--- src/rtl/mem_access_unit_if.sv ---
// Pipeline/memory signal bundle for mem_access_unit: request fields from EX/MEM,
// the doubleword memory port, and the load/stall/fault results.
interface mem_access_unit_if;
  logic        MemRead;
  logic        MemWrite;
  logic [2:0]  funct3;
  logic [63:0] ALUresult;
  logic [63:0] storeData;
  logic        flush;
  logic [63:0] mem_addr;
  logic        mem_re;
  logic        mem_we;
  logic [63:0] mem_wdata;
  logic [63:0] mem_rdata;
  logic [63:0] loadData;
  logic        stall;
  logic        fault;

  modport master (
    output MemRead, MemWrite, funct3, ALUresult, storeData, flush, mem_rdata,
    input  mem_addr, mem_re, mem_we, mem_wdata, loadData, stall, fault
  );

  modport slave (
    input  MemRead, MemWrite, funct3, ALUresult, storeData, flush, mem_rdata,
    output mem_addr, mem_re, mem_we, mem_wdata, loadData, stall, fault
  );
endinterface

--- src/rtl/mem_access_unit.sv ---
// Byte-addressed load/store front end for a doubleword data memory; sub-doubleword
// stores use a two-cycle read-modify-write. Optional macro MISALIGN_TRAP_EN traps misalignment.
module mem_access_unit #(
  parameter int DEPTH = 128
) (
  input logic             clk,
  input logic             reset,
  mem_access_unit_if.slave bus
);
  typedef enum logic {IDLE, WRITE} state_t;

  localparam logic [63:0] LIMIT = 64'(DEPTH) * 64'd8;

  state_t      state_reg, state_next;
  logic [63:0] buffer_reg, buffer_next;

  logic [2:0]  off;
  logic [2:0]  aoff;
  logic [1:0]  size_code;
  logic        request, illegal, out_of_range, fault_raw, access_ok;
  logic        is_load, is_sd, is_sub;
  logic [7:0]  be_base, be;
  logic [63:0] wdata_shift, merged, shifted, load_ext;

  assign off          = bus.ALUresult[2:0];
  assign size_code    = bus.funct3[1:0];
  assign request      = bus.MemRead | bus.MemWrite;
  assign out_of_range = (bus.ALUresult >= LIMIT);
  assign illegal      = (bus.MemRead & bus.MemWrite)
                      | (bus.MemWrite & bus.funct3[2])
                      | (bus.MemRead & (bus.funct3 == 3'b111));
  assign is_load = bus.MemRead & ~bus.MemWrite;
  assign is_sd   = bus.MemWrite & ~bus.MemRead & (bus.funct3 == 3'b011);
  assign is_sub  = bus.MemWrite & ~bus.MemRead & ~bus.funct3[2] & (size_code != 2'b11);

  // Misalignment either traps or is absorbed by clearing the offending offset bits.
  always_comb begin
    aoff = off;
`ifdef MISALIGN_TRAP_EN
    fault_raw = request & (illegal | out_of_range
              | ((size_code == 2'b01) & off[0])
              | ((size_code == 2'b10) & (off[1:0] != 2'b00))
              | ((size_code == 2'b11) & (off != 3'b000)));
`else
    fault_raw = request & (illegal | out_of_range);
    case (size_code)
      2'b01:   aoff = {off[2:1], 1'b0};
      2'b10:   aoff = {off[2], 2'b00};
      2'b11:   aoff = 3'b000;
      default: aoff = off;
    endcase
`endif
  end

  assign access_ok = ~bus.flush & ~fault_raw;

  always_comb begin
    case (size_code)
      2'b00:   be_base = 8'h01;
      2'b01:   be_base = 8'h03;
      2'b10:   be_base = 8'h0F;
      default: be_base = 8'hFF;
    endcase
  end

  assign be          = be_base << aoff;
  assign wdata_shift = bus.storeData << {aoff, 3'b000};
  assign shifted     = bus.mem_rdata >> {aoff, 3'b000};

  generate
    for (genvar gi = 0; gi < 8; gi++) begin : g_lane
      assign merged[gi*8 +: 8] = be[gi] ? wdata_shift[gi*8 +: 8] : bus.mem_rdata[gi*8 +: 8];
    end
  endgenerate

  always_comb begin
    case (bus.funct3)
      3'b000:  load_ext = {{56{shifted[7]}},  shifted[7:0]};
      3'b001:  load_ext = {{48{shifted[15]}}, shifted[15:0]};
      3'b010:  load_ext = {{32{shifted[31]}}, shifted[31:0]};
      3'b011:  load_ext = shifted;
      3'b100:  load_ext = {56'd0, shifted[7:0]};
      3'b101:  load_ext = {48'd0, shifted[15:0]};
      3'b110:  load_ext = {32'd0, shifted[31:0]};
      default: load_ext = 64'd0;
    endcase
  end

  always_ff @(posedge clk) begin
    if (reset) begin
      state_reg  <= IDLE;
      buffer_reg <= 64'd0;
    end else begin
      state_reg  <= state_next;
      buffer_reg <= buffer_next;
    end
  end

  always_comb begin
    state_next  = state_reg;
    buffer_next = buffer_reg;
    case (state_reg)
      IDLE: begin
        if (access_ok && is_sub) begin
          state_next  = WRITE;
          buffer_next = merged;
        end
      end
      WRITE:   state_next = IDLE;
      default: state_next = IDLE;
    endcase
  end

  always_comb begin
    bus.mem_addr  = 64'd0;
    bus.mem_re    = 1'b0;
    bus.mem_we    = 1'b0;
    bus.mem_wdata = 64'd0;
    bus.loadData  = 64'd0;
    bus.stall     = 1'b0;
    bus.fault     = 1'b0;
    if (!reset) begin
      bus.mem_addr = {3'b000, bus.ALUresult[63:3]};
      if (state_reg == WRITE) begin
        // Commit the merged doubleword unless the pipeline cancelled the store.
        bus.mem_we    = ~bus.flush;
        bus.mem_wdata = buffer_reg;
      end else begin
        bus.fault = fault_raw;
        if (access_ok) begin
          if (is_load) begin
            bus.mem_re   = 1'b1;
            bus.loadData = load_ext;
          end
          if (is_sd) begin
            bus.mem_we    = 1'b1;
            bus.mem_wdata = bus.storeData;
          end
          if (is_sub) begin
            bus.mem_re = 1'b1;
            bus.stall  = 1'b1;
          end
        end
      end
    end
  end
endmodule

--- src/flat_wrapper.sv ---
// flat-port wrapper written by rule: the top's interface ports become plain ports
module mem_access_unit_flat 
#(
  parameter int DEPTH = 128
)
  (clk, reset, bus_MemRead, bus_MemWrite, bus_funct3, bus_ALUresult, bus_storeData, bus_flush, bus_mem_rdata, bus_mem_addr, bus_mem_re, bus_mem_we, bus_mem_wdata, bus_loadData, bus_stall, bus_fault);
  mem_access_unit_if bus_i ();
  input logic clk;
  input logic reset;
  input wire logic [$bits(bus_i.MemRead)-1:0] bus_MemRead;
  input wire logic [$bits(bus_i.MemWrite)-1:0] bus_MemWrite;
  input wire logic [$bits(bus_i.funct3)-1:0] bus_funct3;
  input wire logic [$bits(bus_i.ALUresult)-1:0] bus_ALUresult;
  input wire logic [$bits(bus_i.storeData)-1:0] bus_storeData;
  input wire logic [$bits(bus_i.flush)-1:0] bus_flush;
  input wire logic [$bits(bus_i.mem_rdata)-1:0] bus_mem_rdata;
  output wire logic [$bits(bus_i.mem_addr)-1:0] bus_mem_addr;
  output wire logic [$bits(bus_i.mem_re)-1:0] bus_mem_re;
  output wire logic [$bits(bus_i.mem_we)-1:0] bus_mem_we;
  output wire logic [$bits(bus_i.mem_wdata)-1:0] bus_mem_wdata;
  output wire logic [$bits(bus_i.loadData)-1:0] bus_loadData;
  output wire logic [$bits(bus_i.stall)-1:0] bus_stall;
  output wire logic [$bits(bus_i.fault)-1:0] bus_fault;
  assign bus_i.MemRead = bus_MemRead;
  assign bus_i.MemWrite = bus_MemWrite;
  assign bus_i.funct3 = bus_funct3;
  assign bus_i.ALUresult = bus_ALUresult;
  assign bus_i.storeData = bus_storeData;
  assign bus_i.flush = bus_flush;
  assign bus_i.mem_rdata = bus_mem_rdata;
  assign bus_mem_addr = bus_i.mem_addr;
  assign bus_mem_re = bus_i.mem_re;
  assign bus_mem_we = bus_i.mem_we;
  assign bus_mem_wdata = bus_i.mem_wdata;
  assign bus_loadData = bus_i.loadData;
  assign bus_stall = bus_i.stall;
  assign bus_fault = bus_i.fault;
  mem_access_unit #(.DEPTH(DEPTH)) u_core (.clk(clk), .reset(reset), .bus(bus_i));
endmodule
--- config.mk ---
export PLATFORM = sky130hd
export DESIGN_NAME = mem_access_unit_flat
export DESIGN_NICKNAME = d
export VERILOG_FILES = /design/src/rtl/mem_access_unit_if.sv /design/src/rtl/mem_access_unit.sv /design/src/flat_wrapper.sv
export SDC_FILE = /design/constraint.sdc
export NUM_CORES = 1
export LEC_CHECK = 0
export BUFFER_PORTS_ARGS = -buffer_cell sky130_fd_sc_hd__buf_2
export CORE_MARGIN = 3
export CORE_UTILIZATION = 34
export CTS_CLUSTER_SIZE = 12
export DETAILED_ROUTE_END_ITERATION = 8
export HOLD_SLACK_MARGIN = 0.15
export SETUP_SLACK_MARGIN = 0.2
export SLEW_MARGIN = 10
export SYNTH_ARGS = -nofsm -noshare
export SYNTH_HDL_FRONTEND = slang
export SYNTH_SLANG_ARGS = --single-unit
--- constraint.sdc ---
create_clock -name clk -period 5.4 [get_ports clk]
set_input_delay 0.27 -clock clk [delete_from_list [all_inputs] [get_ports clk]]
set_output_delay 0.27 -clock clk [all_outputs]
set_load 0.005 [all_outputs]
# Word level (Yosys, flattened, before mapping)
# Cells that the tools add are included.
op_classes:
  magnitude_cmp: 1
  reduce_logical: 4
  shifts: 3
  mux: 37
  bitwise_logic: 20
  n_eq_ne: 11
op_table:
  columns: ["cell", "count"]
  rows:
  - ["64-bit 2-to-1 mux", 8]
  - ["64-bit case mux with 7 select lines", 1]
  - ["64-bit by 11-bit >= comparator with 1-bit output (second input constant)", 1]
  - ["8-bit 2-to-1 mux", 8]
  - ["64-bit by 6-bit << shifter with 64-bit output", 1]
  - ["64-bit by 6-bit >> shifter with 64-bit output", 1]
  - ["61-bit 2-to-1 mux", 1]
  - ["8-bit case mux with 3 select lines", 1]
  - ["1-bit 2-to-1 mux", 16]
  - ["3-bit equality test (second input constant)", 4]
  - ["1-bit bitwise AND", 10]
  - ["3-bit case mux with 3 select lines", 1]
  - ["8-bit by 3-bit << shifter with 8-bit output", 1]
  - ["3-bit by 2-bit equality test with 1-bit output (second input constant)", 2]
  - ["1-bit NOT", 6]
  - ["2-bit equality test (second input constant)", 2]
  - ["1-bit bitwise OR", 4]
  - ["3-bit by 1-bit equality test with 1-bit output (second input constant)", 1]
  - ["3-bit logical NOT", 1]
  - ["2-bit by 1-bit equality test with 1-bit output (second input constant)", 1]
  - ["2-bit logical NOT", 1]
  - ["2-bit != test (second input constant)", 1]
  - ["1-bit case mux with 2 select lines", 1]
  - ["2-bit AND reduction", 1]
  - ["1-bit logical AND", 1]
word_totals:
  register_bits: 65
  out_inout_bits: 196
  in_bits: 200

# Longest topological paths before layout
logic_depth:
  ltp_word: 10
  depth_mapped: 10

# Least setup slack after synthesis
# No wires, ideal clock.
synth_path:
  kind: "input-to-output"
  start: "in bus_ALUresult[55]"
  end: "out bus_loadData[61]"
  n_path_buf: 2
  arrival_time_ns: 2.230
  stages: 8
  t_required_ns: 5.130
  setup_slack_ns: 2.900
  cell_sequence: "or4_1 -> nor3_1 -> nand4_2 -> or2_1 -> a211o_1 -> clkbuf_1 -> clkbuf_1 -> a21oi_1"
synth_between:
  elab_chain_len: 8
synth_lines:
  columns: ["element", "line", "source"]
  rows:
  - ["from (decl)", "flat_wrapper.sv:13", "input wire logic [$bits(bus_i.ALUresult)-1:0] bus_ALUresult;"]
  - ["64-bit by 11-bit >= comparator with 1-bit output", "mem_access_unit.sv:28", "assign out_of_range = (bus.ALUresult >= LIMIT);"]
  - ["1-bit bitwise OR", "mem_access_unit.sv:45", "fault_raw = request & (illegal | out_of_range);"]
  - ["1-bit bitwise AND", "mem_access_unit.sv:45", null]
  - ["1-bit NOT", "mem_access_unit.sv:55", "assign access_ok = ~bus.flush & ~fault_raw;"]
  - ["1-bit bitwise AND", "mem_access_unit.sv:55", null]
  - ["64-bit 2-to-1 mux", "mem_access_unit.sv:130", "if (access_ok) begin"]
  - ["64-bit 2-to-1 mux", "mem_access_unit.sv:124", "if (state_reg == WRITE) begin"]
  - ["64-bit 2-to-1 mux", "mem_access_unit.sv:122", "if (!reset) begin"]
  - ["to (decl)", "flat_wrapper.sv:21", "output wire logic [$bits(bus_i.loadData)-1:0] bus_loadData;"]
# No other way between the ends.

# Worst setup path in the final report
layout_path:
  start: "in bus_funct3[1]"
  end: "out bus_loadData[58]"
layout_between:
  elab_chain_len: 10
  word_cells_on_any_way: 24
  classes_between: "eq/ne: 10; shift: 1; mux: 6; bitwise: 6; reduce/logical: 1"
layout_lines:
  columns: ["element", "line", "source"]
  rows:
  - ["from (decl)", "flat_wrapper.sv:12", "input wire logic [$bits(bus_i.funct3)-1:0] bus_funct3;"]
  - ["parallel branches: the longest is 7 deep, another holds 64-bit by 6-bit >> shifter with 64-bit output", null, null]
  - ["64-bit 2-to-1 mux *", "mem_access_unit.sv:130", null]
  - ["64-bit 2-to-1 mux *", "mem_access_unit.sv:124", null]
  - ["64-bit 2-to-1 mux *", "mem_access_unit.sv:122", null]
# Every way passes the cells marked *.

==> results.yml <==
run_status:
  status: "finished, final reports clean"
setup_path:
  arrival_ps: 3420
  cp-end-kind: "output pin"
  critPathKind: "input port to output pin"
  cp-start-kind: "input port"
  required_ps: 5130
  crit_fanout: 49
die:
  start_util_pct: 34.7
  io_pins: 396
  rows: 56
  die_height_um: 161
  dieArea_um2: 25900
  die_w_um: 161
  core_um2: 23500
timing:
  min_period_over_period_pct: 68.3
  holdWs_ps: 314
  setup_viol: 0
  fmax_ghz: 0.271
  rsz0062_at_grt: "false"
  fin_tns_setup_ps: 0
  finalHoldViolCount: 0
  worst_pin_slew_ps: 1280
  timing.final.ws_setup_ps: 1710
  maxSlewViolCount: 0
  layout_min_cycle_time_ps: 3690
  slew_headroom_pct: 14.1
  clock_skew_ps: 7.85
global_route:
  grt_max_degree: 130
  grt_overflow_total: 0
  antenna_found_initial: 4
  grt_pass1_wl_mm: 66.1
  grtUsageTotal_pct: 33.5
  grt_pass1_vias: 9943
routing:
  drt_wl_total_mm: 45.5
  ant_nets: 0
  dr_total_vias: 10877
  wl_per_cell_um: 25.0
  drtIter0Drc: 1488
  via_per_inst: 5.98
  drc: 0
  dr.pass1.iters: 9
power_and_ir_drop:
  powerDensity_nw_per_um2: 161
  vdd_ir_drop_max_mv: 0.126
  p_leak_nw: 4.39
clocking:
  cts_tree: "yes"
  hold_buffers: 0
  cts_resized: 0
  cts_htree_levels: 3
  cts_buffers: 9
  cts-root-buf: "clkbuf_16"
  path_clk_slew_ps: 50
  clk_latency_ps: 340
  post_cts_buffers: 0
  clock_path_buffers: 2
  clock_sinks: 65
logic_synthesis:
  synth-seq-cells: 65
  netlist_top_cells_area: "dfxtp_1, nand2_1, mux4_2, a21oi_1, nand3b_1"
  synth_largest_area_cell: "dfxtp_1"
  synth_edf_count: 0
  yosysSeqAreaShare_pct: 16.0
  syn_area_um2: 8160
  synthArstFlopShare_pct: 0
  synthCells: 1198
  netlist.area_leader.share_pct: 16.0
  yosysWarnings: 0
  syn_avg_cell_area_um2: 6.81
  ys_types: 62
  synth_ff_type: "dfxtp_1"
layout:
  largest_register_ffs: 64
  fin_nets: 1694
  area_growth_syn_to_layout_pct: 28.5
  final_cells: 1818
  final_cell_mix: "buf_2, nand2_1, a21oi_1, nand3b_1"
  drive_gt1_share_pct: 32.8
  layout_commonest_cell: "buf_2"
run:
  max-cap-violations: 0
placed_design:
  io_buffers: 392
  gp_congestion: 1.01
  place_ws_ps: 1800
  dp.cells: 1802
  dp_hpwl_mm: 35.0
hold_path:
  hold_path.class: "input port to register"
[synthesized netlist by cell type, drive strengths merged, types with 4 or more instances]
master	n
nand3b	80
nand3	34
nor4	15
o211a	6
a211oi	17
nor2	63
mux2i	31
o31a	4
a21oi	179
a31oi	15
a222oi	9
nor2b	65
a211o	7
mux2	8
dfxtp	65
nand2b	12
nor3	10
o311ai	11
o211ai	22
buf	34
clkbuf	91
a22oi	8
o21ai	45
mux4	40
nand2	269
and3	10
o2bb2ai	7
[kinds of logic (layout without fill, tap and decap cells)]
family,Yosys count,count (layout),synth area share (%)
other cells,1,4,0.0460
simple gates,578,578,35.5
buf+inv,128,426,6.38
mux,79,79,16.0
flops,65,65,16.0
compound gates,347,347,26.2
[stage by stage]
step | total power, mW | util [%] | area [µm²]
finish | 1.69 | 44.5 | 10500
global route | 1.75 | 44.5 | 10500
CTS | 1.68 | 44.5 | 10500
detailed placement | 1.08 | 43.3 | 10200
global placement | 1.08 | 43.3 | 10200
floorplan | 0.806 | - | 8170
[area by class of cell]
cell class                      count  area, µm²
Inverter                            3       11.3
Clock inverter                      3       40.0
Fill cell                        2553      13100
Clock buffer                       12        256
Tap cell                          319        399
Sequential cell                    65       1310
Multi-Input combinational cell   1007       6380
Antenna cell                        1       2.50
Timing Repair Buffer              408       2080
[critical path, stage by stage]
cell and delay, ps:
buf_2 460, nand2b_2 220, buf_4 480, nor2_1 130
and3_1 240, o31a_1 270, nor3_2 660, buf_4 360
a21oi_1 110, buf_2 180
[final timing paths]
check	to	from	depth (start not counted)	slack, ps
max reg2reg	u_core.buffer_reg[38]	u_core.state_reg	6	3400
max	bus_loadData[58]	bus_funct3[1]	10	1710
min reg2reg	u_core.buffer_reg[18]	u_core.buffer_reg[18]	2	460
min	u_core.buffer_reg[7]	bus_mem_rdata[7]	3	310
[layer usage]
layer  track usage (%)  vias up  routed length, µm
met5                 0        -                 28
met4              9.97        6               1310
met3              7.82       87               5190
met2              50.3      722              19900
met1              47.9     5125              19100
li1                  -     4937                  -
[power by group]
group	internal (mW)	switching (mW)	leakage, nW
Clock	0.379	0.225	0.148
Combinational	0.223	0.387	3.72
Sequential	0.479	0.0000239	0.524
Total	1.08	0.612	4.39
No activity file was read; power rests on OpenSTA's default activity.
